### config.mk
export PLATFORM = sky130hd
export DESIGN_NAME = settings_loader_flat
export DESIGN_NICKNAME = d
export VERILOG_FILES = /design/src/rtl/settings_loader_pkg.sv /design/src/rtl/settings_loader_if.sv /design/src/rtl/settings_loader_bram_rd_pipe.sv /design/src/rtl/settings_loader.sv /design/src/flat_wrapper.sv
export SDC_FILE = /design/constraint.sdc
export NUM_CORES = 2
export LEC_CHECK = 0
export ABC_AREA = 1
export CORE_ASPECT_RATIO = 0.6
export CORE_MARGIN = 2
export CORE_UTILIZATION = 30
export CTS_BUF_LIST = sky130_fd_sc_hd__clkbuf_4 sky130_fd_sc_hd__clkbuf_8 sky130_fd_sc_hd__clkbuf_16
export CTS_CLUSTER_DIAMETER = 60
export DETAILED_ROUTE_END_ITERATION = 16
export GPL_ROUTABILITY_DRIVEN = 0
export HOLD_SLACK_MARGIN = 0.05
export PLACE_DENSITY = 0.61
export SYNTH_ARGS = -nofsm -noshare
export SYNTH_HDL_FRONTEND = slang
export SYNTH_HIERARCHICAL = 1
export SYNTH_SLANG_ARGS = --single-unit
export TNS_END_PERCENT = 50
### constraint.sdc
create_clock -name CLK -period 4.85 [get_ports CLK]
set_input_delay 0.97 -clock CLK [delete_from_list [all_inputs] [get_ports CLK]]
set_output_delay 0.97 -clock CLK [all_outputs]
set_load 0.05 [all_outputs]
### src/rtl/settings_loader_pkg.sv
// settings_loader_pkg: control-BRAM map, settings structs and group helpers
package settings_loader_pkg;
    localparam int WORD_W       = 16;
    localparam int N_GRP        = 5;
    localparam int SHADOW_DEPTH = 17;
    localparam int IDX_W        = 5;

    localparam int ADDR_CTL_FLAG = 'h000;
    localparam int BASE_MOD      = 'h010;
    localparam int LEN_MOD       = 12;
    localparam int BASE_STM      = 'h020;
    localparam int LEN_STM       = 17;
    localparam int BASE_SILENCER = 'h040;
    localparam int LEN_SILENCER  = 5;
    localparam int BASE_SYNC     = 'h050;
    localparam int LEN_SYNC      = 6;
    localparam int BASE_DEBUG    = 'h060;
    localparam int LEN_DEBUG     = 16;

    localparam int MOD_REQ_RD_SEGMENT   = 0;
    localparam int MOD_CYCLE            = 1;
    localparam int MOD_FREQ_DIV         = 3;
    localparam int MOD_REP              = 5;
    localparam int MOD_TRANSITION_MODE  = 7;
    localparam int MOD_TRANSITION_VALUE = 8;

    localparam int STM_REQ_RD_SEGMENT   = 0;
    localparam int STM_CYCLE            = 1;
    localparam int STM_FREQ_DIV         = 3;
    localparam int STM_REP              = 5;
    localparam int STM_SOUND_SPEED      = 7;
    localparam int STM_MODE             = 9;
    localparam int STM_NUM_FOCI         = 11;
    localparam int STM_TRANSITION_MODE  = 12;
    localparam int STM_TRANSITION_VALUE = 13;

    localparam int SIL_FLAG                       = 0;
    localparam int SIL_UPDATE_RATE_INTENSITY      = 1;
    localparam int SIL_UPDATE_RATE_PHASE          = 2;
    localparam int SIL_COMPLETION_STEPS_INTENSITY = 3;
    localparam int SIL_COMPLETION_STEPS_PHASE     = 4;

    localparam int SYNC_UFREQ_MULT     = 0;
    localparam int SYNC_BASE_CNT       = 1;
    localparam int SYNC_ECAT_SYNC_TIME = 2;

    localparam int DBG_VALUE = 0;

    localparam int MOD_CYCLE_W       = 15;
    localparam int STM_CYCLE_W       = 13;
    localparam int UFREQ_MULT_W      = 9;
    localparam int BASE_CNT_W        = 13;
    localparam int TRANSITION_MODE_W = 8;
    localparam int NUM_FOCI_W        = 8;
    localparam int SIL_FLAG_W        = 8;

    typedef logic [IDX_W-1:0] idx_t;
    typedef logic [SHADOW_DEPTH-1:0][WORD_W-1:0] shadow_t;
    typedef enum logic [2:0] {GRP_MOD, GRP_STM, GRP_SILENCER, GRP_SYNC, GRP_DEBUG} grp_e;
    typedef enum logic [1:0] {POLL, LOAD, COMMIT} state_e;

    typedef struct packed {
        logic                                UPDATE;
        logic                                REQ_RD_SEGMENT;
        logic [1:0][MOD_CYCLE_W-1:0]         CYCLE;
        logic [1:0][WORD_W-1:0]              FREQ_DIV;
        logic [1:0][WORD_W-1:0]              REP;
        logic [TRANSITION_MODE_W-1:0]        TRANSITION_MODE;
        logic [63:0]                         TRANSITION_VALUE;
    } mod_settings_t;

    typedef struct packed {
        logic                                UPDATE;
        logic                                REQ_RD_SEGMENT;
        logic [1:0][STM_CYCLE_W-1:0]         CYCLE;
        logic [1:0][WORD_W-1:0]              FREQ_DIV;
        logic [1:0][WORD_W-1:0]              REP;
        logic [1:0][WORD_W-1:0]              SOUND_SPEED;
        logic [1:0]                          MODE;
        logic [NUM_FOCI_W-1:0]               NUM_FOCI;
        logic [TRANSITION_MODE_W-1:0]        TRANSITION_MODE;
        logic [63:0]                         TRANSITION_VALUE;
    } stm_settings_t;

    typedef struct packed {
        logic                  UPDATE;
        logic [SIL_FLAG_W-1:0] FLAG;
        logic [WORD_W-1:0]     UPDATE_RATE_INTENSITY;
        logic [WORD_W-1:0]     UPDATE_RATE_PHASE;
        logic [WORD_W-1:0]     COMPLETION_STEPS_INTENSITY;
        logic [WORD_W-1:0]     COMPLETION_STEPS_PHASE;
    } silencer_settings_t;

    typedef struct packed {
        logic                    UPDATE;
        logic [UFREQ_MULT_W-1:0] UFREQ_MULT;
        logic [BASE_CNT_W-1:0]   BASE_CNT;
        logic [63:0]             ECAT_SYNC_TIME;
    } sync_settings_t;

    typedef struct packed {
        logic             UPDATE;
        logic [3:0][63:0] VALUE;
    } debug_settings_t;

    function automatic int grp_base(input grp_e g);
        return g == GRP_MOD ? BASE_MOD : g == GRP_STM ? BASE_STM :
               g == GRP_SILENCER ? BASE_SILENCER : g == GRP_SYNC ? BASE_SYNC : BASE_DEBUG;
    endfunction

    function automatic int grp_len(input grp_e g);
        return g == GRP_MOD ? LEN_MOD : g == GRP_STM ? LEN_STM :
               g == GRP_SILENCER ? LEN_SILENCER : g == GRP_SYNC ? LEN_SYNC : LEN_DEBUG;
    endfunction

    function automatic grp_e lowest_pending(input logic [N_GRP-1:0] p);
        lowest_pending = GRP_MOD;
        for (int k = N_GRP - 1; k >= 0; k--)
            if (p[k]) lowest_pending = grp_e'(3'(k));
    endfunction

    function automatic bit map_fits(input int aw);
        return BASE_MOD + LEN_MOD <= 2**aw && BASE_STM + LEN_STM <= 2**aw &&
               BASE_SILENCER + LEN_SILENCER <= 2**aw && BASE_SYNC + LEN_SYNC <= 2**aw &&
               BASE_DEBUG + LEN_DEBUG <= 2**aw;
    endfunction
endpackage

### src/rtl/settings_loader_if.sv
// settings_loader_if: control-BRAM read port between loader and BRAM
interface settings_loader_if
    import settings_loader_pkg::*;
#(
    parameter int ADDR_WIDTH = 9
);
    logic [ADDR_WIDTH-1:0] BRAM_ADDR;
    logic [WORD_W-1:0]     BRAM_DOUT;
    modport master (output BRAM_ADDR, input BRAM_DOUT);
    modport slave (input BRAM_ADDR, output BRAM_DOUT);
endinterface

### src/rtl/settings_loader_bram_rd_pipe.sv
// bram_rd_pipe: tags each BRAM read with its word index until its data returns
module bram_rd_pipe
    import settings_loader_pkg::*;
#(
    parameter int LATENCY = 2
) (
    input  logic CLK,
    input  logic RST,
    input  logic in_valid,
    input  idx_t in_idx,
    output logic out_valid,
    output idx_t out_idx
);
    logic [LATENCY-1:0]            v;
    logic [LATENCY:0]              v_in;
    logic [LATENCY-1:0][IDX_W-1:0] ix;
    logic [LATENCY:0][IDX_W-1:0]   ix_in;

    assign v_in      = {v, in_valid};
    assign ix_in     = {ix, in_idx};
    assign out_valid = v[LATENCY-1];
    assign out_idx   = ix[LATENCY-1];

    // shift valid/index one stage per cycle; reset drops in-flight reads
    always_ff @(posedge CLK) begin
        v  <= RST ? '0 : v_in[LATENCY-1:0];
        ix <= ix_in[LATENCY-1:0];
    end
endmodule

### src/rtl/settings_loader.sv
// settings_loader: polls control-BRAM toggle flags and loads one settings group per request
module settings_loader
    import settings_loader_pkg::*;
#(
    parameter int BRAM_LATENCY = 2,
    parameter int ADDR_WIDTH   = 9
) (
    input  logic               CLK,
    input  logic               RST,
    settings_loader_if.master  bram,
    output mod_settings_t      MOD_SETTINGS,
    output stm_settings_t      STM_SETTINGS,
    output silencer_settings_t SILENCER_SETTINGS,
    output sync_settings_t     SYNC_SETTINGS,
    output debug_settings_t    DEBUG_SETTINGS,
    output logic               BUSY
);
    state_e             state;
    grp_e               grp;
    logic [N_GRP-1:0]   seen, pend;
    idx_t               cnt, pidx;
    logic               pv, issue, cap_last;
    shadow_t            sh, sh_n;
    mod_settings_t      mod_n;
    stm_settings_t      stm_n;
    silencer_settings_t sil_n;
    sync_settings_t     sync_n;
    debug_settings_t    dbg_n;

    assign pend     = bram.BRAM_DOUT[N_GRP-1:0] ^ seen;
    assign issue    = (state == LOAD) && (cnt < idx_t'(grp_len(grp)));
    assign cap_last = pv && (pidx == idx_t'(grp_len(grp) - 1));

    bram_rd_pipe #(.LATENCY(BRAM_LATENCY)) u_pipe (
        .CLK       (CLK),
        .RST       (RST),
        .in_valid  (issue),
        .in_idx    (cnt),
        .out_valid (pv),
        .out_idx   (pidx)
    );

    // address map and latency must stay inside the BRAM
    always_ff @(posedge CLK) assert (map_fits(ADDR_WIDTH) && BRAM_LATENCY >= 1 && BRAM_LATENCY <= 4);

    // shadow with the returning word merged, unpacked into every group's struct
    always_comb begin
        sh_n = sh;
        if (pv) sh_n[pidx] = bram.BRAM_DOUT;
        mod_n  = '0;
        stm_n  = '0;
        sil_n  = '0;
        sync_n = '0;
        dbg_n  = '0;
        mod_n.UPDATE           = 1'b1;
        mod_n.REQ_RD_SEGMENT   = sh_n[MOD_REQ_RD_SEGMENT][0];
        mod_n.TRANSITION_MODE  = sh_n[MOD_TRANSITION_MODE][TRANSITION_MODE_W-1:0];
        mod_n.TRANSITION_VALUE = sh_n[MOD_TRANSITION_VALUE +: 4];
        stm_n.UPDATE           = 1'b1;
        stm_n.REQ_RD_SEGMENT   = sh_n[STM_REQ_RD_SEGMENT][0];
        stm_n.NUM_FOCI         = sh_n[STM_NUM_FOCI][NUM_FOCI_W-1:0];
        stm_n.TRANSITION_MODE  = sh_n[STM_TRANSITION_MODE][TRANSITION_MODE_W-1:0];
        stm_n.TRANSITION_VALUE = sh_n[STM_TRANSITION_VALUE +: 4];
        for (int k = 0; k < 2; k++) begin
            mod_n.CYCLE[k]       = sh_n[MOD_CYCLE + k][MOD_CYCLE_W-1:0];
            mod_n.FREQ_DIV[k]    = sh_n[MOD_FREQ_DIV + k];
            mod_n.REP[k]         = sh_n[MOD_REP + k];
            stm_n.CYCLE[k]       = sh_n[STM_CYCLE + k][STM_CYCLE_W-1:0];
            stm_n.FREQ_DIV[k]    = sh_n[STM_FREQ_DIV + k];
            stm_n.REP[k]         = sh_n[STM_REP + k];
            stm_n.SOUND_SPEED[k] = sh_n[STM_SOUND_SPEED + k];
            stm_n.MODE[k]        = sh_n[STM_MODE + k][0];
        end
        sil_n.UPDATE                     = 1'b1;
        sil_n.FLAG                       = sh_n[SIL_FLAG][SIL_FLAG_W-1:0];
        sil_n.UPDATE_RATE_INTENSITY      = sh_n[SIL_UPDATE_RATE_INTENSITY];
        sil_n.UPDATE_RATE_PHASE          = sh_n[SIL_UPDATE_RATE_PHASE];
        sil_n.COMPLETION_STEPS_INTENSITY = sh_n[SIL_COMPLETION_STEPS_INTENSITY];
        sil_n.COMPLETION_STEPS_PHASE     = sh_n[SIL_COMPLETION_STEPS_PHASE];
        sync_n.UPDATE         = 1'b1;
        sync_n.UFREQ_MULT     = sh_n[SYNC_UFREQ_MULT][UFREQ_MULT_W-1:0];
        sync_n.BASE_CNT       = sh_n[SYNC_BASE_CNT][BASE_CNT_W-1:0];
        sync_n.ECAT_SYNC_TIME = sh_n[SYNC_ECAT_SYNC_TIME +: 4];
        dbg_n.UPDATE = 1'b1;
        for (int k = 0; k < 4; k++)
            dbg_n.VALUE[k] = sh_n[DBG_VALUE + 4 * k +: 4];
    end

    // poll/load/commit sequencer; outputs are committed on the last capture so they are valid during COMMIT
    always_ff @(posedge CLK) begin
        if (RST) begin
            state             <= POLL;
            grp               <= GRP_MOD;
            seen              <= '0;
            cnt               <= '0;
            BUSY              <= 1'b0;
            bram.BRAM_ADDR    <= '0;
            sh                <= '0;
            MOD_SETTINGS      <= '0;
            STM_SETTINGS      <= '0;
            SILENCER_SETTINGS <= '0;
            SYNC_SETTINGS     <= '0;
            DEBUG_SETTINGS    <= '0;
        end else begin
            sh                       <= sh_n;
            MOD_SETTINGS.UPDATE      <= 1'b0;
            STM_SETTINGS.UPDATE      <= 1'b0;
            SILENCER_SETTINGS.UPDATE <= 1'b0;
            SYNC_SETTINGS.UPDATE     <= 1'b0;
            DEBUG_SETTINGS.UPDATE    <= 1'b0;
            case (state)
                POLL: begin
                    if (cnt != idx_t'(BRAM_LATENCY)) begin
                        cnt <= cnt + idx_t'(1);
                    end else if (|pend) begin
                        grp            <= lowest_pending(pend);
                        bram.BRAM_ADDR <= ADDR_WIDTH'(grp_base(lowest_pending(pend)));
                        cnt            <= '0;
                        BUSY           <= 1'b1;
                        state          <= LOAD;
                    end
                end
                LOAD: begin
                    if (issue) begin
                        cnt            <= cnt + idx_t'(1);
                        bram.BRAM_ADDR <= bram.BRAM_ADDR + ADDR_WIDTH'(1);
                    end
                    if (cap_last) begin
                        state <= COMMIT;
                        if (grp == GRP_MOD) MOD_SETTINGS <= mod_n;
                        if (grp == GRP_STM) STM_SETTINGS <= stm_n;
                        if (grp == GRP_SILENCER) SILENCER_SETTINGS <= sil_n;
                        if (grp == GRP_SYNC) SYNC_SETTINGS <= sync_n;
                        if (grp == GRP_DEBUG) DEBUG_SETTINGS <= dbg_n;
                    end
                end
                COMMIT: begin
                    seen[grp]      <= ~seen[grp];
                    BUSY           <= 1'b0;
                    cnt            <= '0;
                    bram.BRAM_ADDR <= ADDR_WIDTH'(ADDR_CTL_FLAG);
                    state          <= POLL;
                end
                default: state <= POLL;
            endcase
        end
    end
endmodule
### src/flat_wrapper.sv
// flat-port wrapper written by rule: the top's interface ports become plain ports
module settings_loader_flat import settings_loader_pkg::*;
#(
    parameter int BRAM_LATENCY = 2,
    parameter int ADDR_WIDTH   = 9
)
  (CLK, RST, MOD_SETTINGS, STM_SETTINGS, SILENCER_SETTINGS, SYNC_SETTINGS, DEBUG_SETTINGS, BUSY, bram_BRAM_ADDR, bram_BRAM_DOUT);
  settings_loader_if #(.ADDR_WIDTH(ADDR_WIDTH)) bram_i ();
  input  logic CLK;
  input  logic RST;
  output mod_settings_t MOD_SETTINGS;
  output stm_settings_t STM_SETTINGS;
  output silencer_settings_t SILENCER_SETTINGS;
  output sync_settings_t SYNC_SETTINGS;
  output debug_settings_t DEBUG_SETTINGS;
  output logic BUSY;
  output wire logic [$bits(bram_i.BRAM_ADDR)-1:0] bram_BRAM_ADDR;
  input wire logic [$bits(bram_i.BRAM_DOUT)-1:0] bram_BRAM_DOUT;
  assign bram_BRAM_ADDR = bram_i.BRAM_ADDR;
  assign bram_i.BRAM_DOUT = bram_BRAM_DOUT;
  settings_loader #(.BRAM_LATENCY(BRAM_LATENCY), .ADDR_WIDTH(ADDR_WIDTH)) u_core (.CLK(CLK), .RST(RST), .bram(bram_i), .MOD_SETTINGS(MOD_SETTINGS), .STM_SETTINGS(STM_SETTINGS), .SILENCER_SETTINGS(SILENCER_SETTINGS), .SYNC_SETTINGS(SYNC_SETTINGS), .DEBUG_SETTINGS(DEBUG_SETTINGS), .BUSY(BUSY));
endmodule
## After elaboration in Yosys (flattened, before gate mapping)

Cells that the tools add are included.

- Bits in registers: 1,100
- Bits in latches: 0
- Memory bits (writable): 0
- Memory bits (read-only): 0
- Input port bits: 18
- Output and inout bits: 801
- Word-level logic and storage cells: 161
- Memories kept: 0

- Add/subtract/negate cells: 3
- $mul: 0
- Divide/modulo/power cells: 0
- $lt $le $gt $ge: 5
- Equal/unequal tests: 16
- Shifts and indexed selects: 0
- Mux-type cells: 46
- Bitwise gates (word level): 5
- Reductions and logical operators: 21

Operators by type and width:

| kind | number |
|---|---|
| bitwise mux 272 bit | 1 |
| two-way mux 272 bit | 1 |
| two-way mux 257 bit | 1 |
| two-way mux 206 bit | 1 |
| two-way mux 168 bit | 1 |
| two-way mux 87 bit | 1 |
| demux 16 bit (select 5 bit) | 1 |
| two-way mux 73 bit | 1 |
| two-way mux 9 bit | 6 |
| two-way mux 5 bit | 7 |
| two-way mux 3 bit | 9 |
| one-hot mux 9 bit (3 select lines) | 1 |
| AND reduction 3 bit | 9 |
| two-way mux 16 bit | 1 |
| one-hot mux 5 bit (3 select lines) | 1 |
| equality test 3 x 2 -> 1 bit, second input constant | 4 |
| adder 9 x 1 -> 9 bit, second input constant | 1 |
| equality test 3 x 1 -> 1 bit, second input constant | 2 |
| logical NOT 3 bit | 2 |
| < comparator 5 x 6 -> 1 bit, second input constant | 1 |
| two-way mux 2 bit | 3 |
| two-way mux 6 bit | 1 |
| != test 2 x 1 -> 1 bit, second input constant | 3 |
| adder 5 x 1 -> 5 bit, second input constant | 1 |
| 27 further kinds | 36 |

## Logic depth before layout (Yosys ltp)

- Depth after elaboration: 18
- Mapped depth: 18

## Modules after synthesis

The synthesis kept the hierarchy.

Modules (own cells, without submodules):

| module | times used | cells an instance | area an instance (sq um) |
|---|---|---|---|
| settings_loader | 1 | 5,750 | 40,333.7 |
| bram_rd_pipe | 1 | 21 | 292.8 |

## Worst setup path after synthesis

No wires, ideal clock.

- Path kind: reg-to-reg
- Start: reg u_core.grp[0]
- End: reg u_core/STM_SETTINGS[193] (netlist name)
- Setup time: 0.114 ns
- Data arrival time: 2.334 ns
- Required time: 4.736 ns
- Path slack: 2.401 ns
- Stages on the path, launching flop included: 18
- Path buffers: 3
- Clock period less this slack: 2.449 ns
- Path through: dfxtp_1 > inv_2 > nor3_1 > inv_1 > ha_1 > nand2_1 > nand2_1 > nor2_1 > nand3_1 > nor2_1 > nand3_1 > buf_6 > nor2_4 > buf_2 > buf_2 > nand2_1 > nand2_1 > nor2_1

- Word-level cells in the longest chain between the ends: 9
- Elaborated cells between the ends (all ways): 12

RTL lines:

| what | line | RTL |
|---|---|---|
| start: declaration | settings_loader.sv:19 | `grp_e grp;` |
| start signal: assignment | settings_loader.sv:116 | `grp <= lowest_pending(pend);` |
| equality test 3 x 2 -> 1 bit | settings_loader_pkg.sv:113 | `g == GRP_SILENCER ? LEN_SILENCER : g == GRP_SYNC ? LEN_SYNC : LEN_DEBUG;` |
| two-way mux 5 bit (2 in a row) | settings_loader_pkg.sv:113 |  |
| two-way mux 5 bit (2 in a row) | settings_loader_pkg.sv:112 | `return g == GRP_MOD ? LEN_MOD : g == GRP_STM ? LEN_STM :` |
| subtractor 5 x 2 -> 5 bit | settings_loader.sv:32 | `assign cap_last = pv && (pidx == idx_t'(grp_len(grp) - 1));` |
| equality test 5 bit | settings_loader.sv:32 |  |
| logical AND 1 bit | settings_loader.sv:32 |  |
| AND reduction 3 bit (no line) * | -- |  |

Every way passes the cells marked *; elsewhere a longest branch is shown, timed or not.
A chain may end at the register's enable or synchronous reset.

## Worst setup path after layout

- Start: reg u_core.grp[1]
- End: reg u_core/SILENCER_SETTINGS[53] (netlist name)

- Word-level cells in the longest chain between the ends: 9
- Elaborated cells between the ends (all ways): 12

RTL lines:

| what | line |
|---|---|
| equality test 3 x 2 -> 1 bit | settings_loader_pkg.sv:113 |
| two-way mux 5 bit (2 in a row) | settings_loader_pkg.sv:113 |
| two-way mux 5 bit (2 in a row) | settings_loader_pkg.sv:112 |
| subtractor 5 x 2 -> 5 bit | settings_loader.sv:32 |
| equality test 5 bit | settings_loader.sv:32 |
| logical AND 1 bit | settings_loader.sv:32 |
| AND reduction 3 bit (no line) * | -- |

Marks and branches as above.

==> run summary <==
Worst hold path type - reg -> reg
# Post-CTS Setup Buffers - 0
DR WL/cell - 18.5 um
Area Growth Syn to Fin - 33.6%
Overall die area - 138000 um2
IO buf count - 818
Startpoint types - flop
Max Slew Vio Count - 0
Hpwl dp - 106000 um
Max cap viols - 0
Largest family of logic cells by synthesized area - simple AND/OR/NAND/NOR gates
CTS Buf Count - 111
Type of the worst setup path - reg -> reg
Fin crit share - 74.2%
Critical path arrival - 4.19 ns
Clock sinks - 1100
Num rows - 104
Placed cell count - 8118
Fmax - 0.278 GHz
Syn_area_per_cell - 7.04 um2
Die Ht - 289 um
Share of post-route cells with drive strength above 1 - 5.14%
DR iter-0 viols - 2809
Synth Area in XOR/XNOR - 0.0862%
Synth Warn # - 6
Post-synthesis adder-cell area fraction - 0.400%
Post-route clock skew - 0.0256 ns
Seq cells post-synth - 1100
Global-route wire length before repair - 222000 um
Simple logic cell fraction of the synthesized area - 36.4%
Met2 routed WL - 71500 um
CTS root buf - clkbuf_16
Drt drc - 0
Fin. Hold Viols - 0
Initial core utilization - 30.3%
Router iterations before antenna repair - 5
Placeable Area - 134000 um2
Hold-fix buffers, CTS - 0
Crit path required time - 5.44 ns
CTS tree - done
RSZ-0062 raised after global routing - false
Post-CTS Resized - 0
Worst Path Buf+Inv - 4
Top delay family on crit path - simple AND/OR/NAND/NOR gates
Mapped cell area - 40600 um2
Metal-1 WL - 69200 um
Grt ovf - 0
Yosys cell types - 30
Critical-path top delay cell - buf_4
Pwr/cell area - 358 nW/um2
Synthesized Nets - 5802
Clock Path Buffers - 3
H-tree lvl count - 3
Vias in the first global route - 33.4k
Slew headroom - 13.4%
Complex-gate fraction of the synthesized area - 3.92%
Setup crit end kind - flop
Largest net degree at the start of global routing - 165
Post-layout net count - 6460
Filler cell count - 13.8k
CP max stage delay - 0.54 ns
Status - finished, final reports clean
Peak VDD IR - 0.273 mV
Post-route setup TNS - 0 ns
Worst Max-Slew Pin Slew - 1.30 ns
Crit Path Max Fanout - 52
GRT Util Overall - 21.2%
Top routing layer in use - met4
Register area share after synthesis - 54.2%
Die width - 479 um
Met3 WL post-DR - 10300 um
ANT nets after route - 0
Tmin final - 3.60 ns
Cell chain of the critical path - inv_2 > nor3_1 > inv_1 > ha_1 > nand2_1 > nand2_1 > nor2_1 > nand3_1 > nor2_1 > nand3_1 > buf_4 > nor2_4 > buf_4 > nand2_1 > nand2_1 > nor2_1
Mux cell area share after synthesis - 0%
Mapped Cells - 5771
Vias - 37.5k
Worst path most repeated cell - nand2_1
Post-route insts no fill - 8326
Clk Latency, worst-skew pair - 0.71 ns
Antenna violations before repair - 11
Pleak - 21.3 nW
Final setup viols - 0
CTS clk-pin slew, worst paths - 0.07 ns
Routed WL - 154000 um
Ports - 819
Core Util, Final - 40.4%
Via density - 4.50
-- where the power goes --
group | internal, W | switching, W
combinational | 0.000297 | 0.000850
sequential | 0.00910 | 0.0000749
clock | 0.00527 | 0.00386
-- synth_stat cells (all sizes together) --
cell / instances / area, um2
clkbuf: 114 / 428
a211oi: 1 / 7.51
o31ai: 1 / 7.51
a21oi: 234 / 1170
nand3: 33 / 170
a21o: 1 / 7.51
nor4: 1 / 6.26
o211ai: 2 / 15.0
inv: 52 / 195
nand4: 15 / 93.8
buf: 255 / 1330
nand2: 1740 / 6530
o21ai: 77 / 385
ha: 13 / 163
nor3: 11 / 55.1
xor2: 3 / 26.3
xnor2: 1 / 8.76
nand3b: 1 / 7.51
nor2: 2100 / 7940
clkinv: 16 / 60.1
dfxtp: 1100 / 22000
-- state kept, by name, summed over array words and instances, names as in the netlist, 9 cells and up --
| register | count |
|---|---|
| u_core/SYNC_SETTINGS | 87 |
| u_core/SILENCER_SETTINGS | 73 |
| u_core/DEBUG_SETTINGS | 257 |
| u_core/bram.BRAM_ADDR | 9 |
| u_core/STM_SETTINGS | 206 |
| u_core/MOD_SETTINGS | 168 |
| u_core/sh | 272 |
-- stage by stage --
step                total power [W]  area, um2  hold slack [ns]  worst slack, ns
floorplan                    0.0101      40600            0.310             2.40
global placement             0.0105      50400            0.314             1.42
detailed placement           0.0105      50400            0.312             1.34
CTS                          0.0197      54300            0.324             1.26
global route                 0.0202      54300            0.337             1.02
finish                       0.0195      54300            0.324             1.25
-- cells by family (layout without fill, tap and decap cells) --
family	count (synthesis)	after routing
AO/OA/AOI/OAI	316	316
XOR/XNOR	4	4
adder cells (fa/ha/maj)	13	13
buffers and inverters	437	1187
flip-flops	1100	1100
other	0	3
AND/OR/NAND/NOR	3901	3901
-- final timing paths --
path,startpoint,endpoint,slack [ns],cells past startpoint
min,u_core/u_pipe/ix[1],u_core/u_pipe/out_idx[1],0.32,0
max reg2reg,u_core/grp[1],u_core/SILENCER_SETTINGS[53],1.25,16
max,u_core/grp[1],u_core/SILENCER_SETTINGS[53],1.25,16
min reg2reg,u_core/u_pipe/ix[1],u_core/u_pipe/out_idx[1],0.32,0
-- worst reg2reg max path, stage by stage (launching register included) --
cell and delay (ns):
dfxtp_1 0.42, inv_2 0.09, nor3_1 0.24, inv_1 0.20, ha_1 0.35, nand2_1 0.08
nand2_1 0.06, nor2_1 0.11, nand3_1 0.10, nor2_1 0.14, nand3_1 0.27, buf_4 0.30
nor2_4 0.28, buf_4 0.55, nand2_1 0.16, nand2_1 0.09, nor2_1 0.04
-- routing by layer --
layer	global-route usage [%]	vias up
met4	4.94	0
met2	34.7	1034
met1	28.4	17440
met5	0	-
li1	-	18837
met3	4.92	191
-- layout by cell type, fill, tap and decap left out, types with 4 or more instances in the layout --
cell type and count:
buf_12 25, nor2_1 2092, nand3_1 32, clkbuf_8 22, inv_2 19, bufinv_16 9, o21ai_0 76, ha_1 13
nand2_1 1738, dfxtp_1 1100, clkinv_8 5, buf_4 71, clkinvlp_4 4, clkbuf_4 24, inv_1 48, clkinv_2 19
a21oi_1 233, clkbuf_16 113, inv_8 4, nand4_1 15, nor3_1 11, clkdlybuf4s50_1 817
-- layout make-up --
cell class | count | area (um2) | area share (%)
Sequential cell | 1100 | 22000 | 40.6
Multi-Input combinational cell | 4234 | 16600 | 30.6
Inverter | 68 | 263 | 0.484
Clock buffer | 159 | 3310 | 6.10
Clock inverter | 46 | 586 | 1.08
Timing Repair Buffer | 914 | 9230 | 17.0
Antenna cell | 3 | 7.51 | 0.0138
Tap cell | 1802 | 2250 | 4.15
Note: power is estimated with default switching activity, not from simulation.
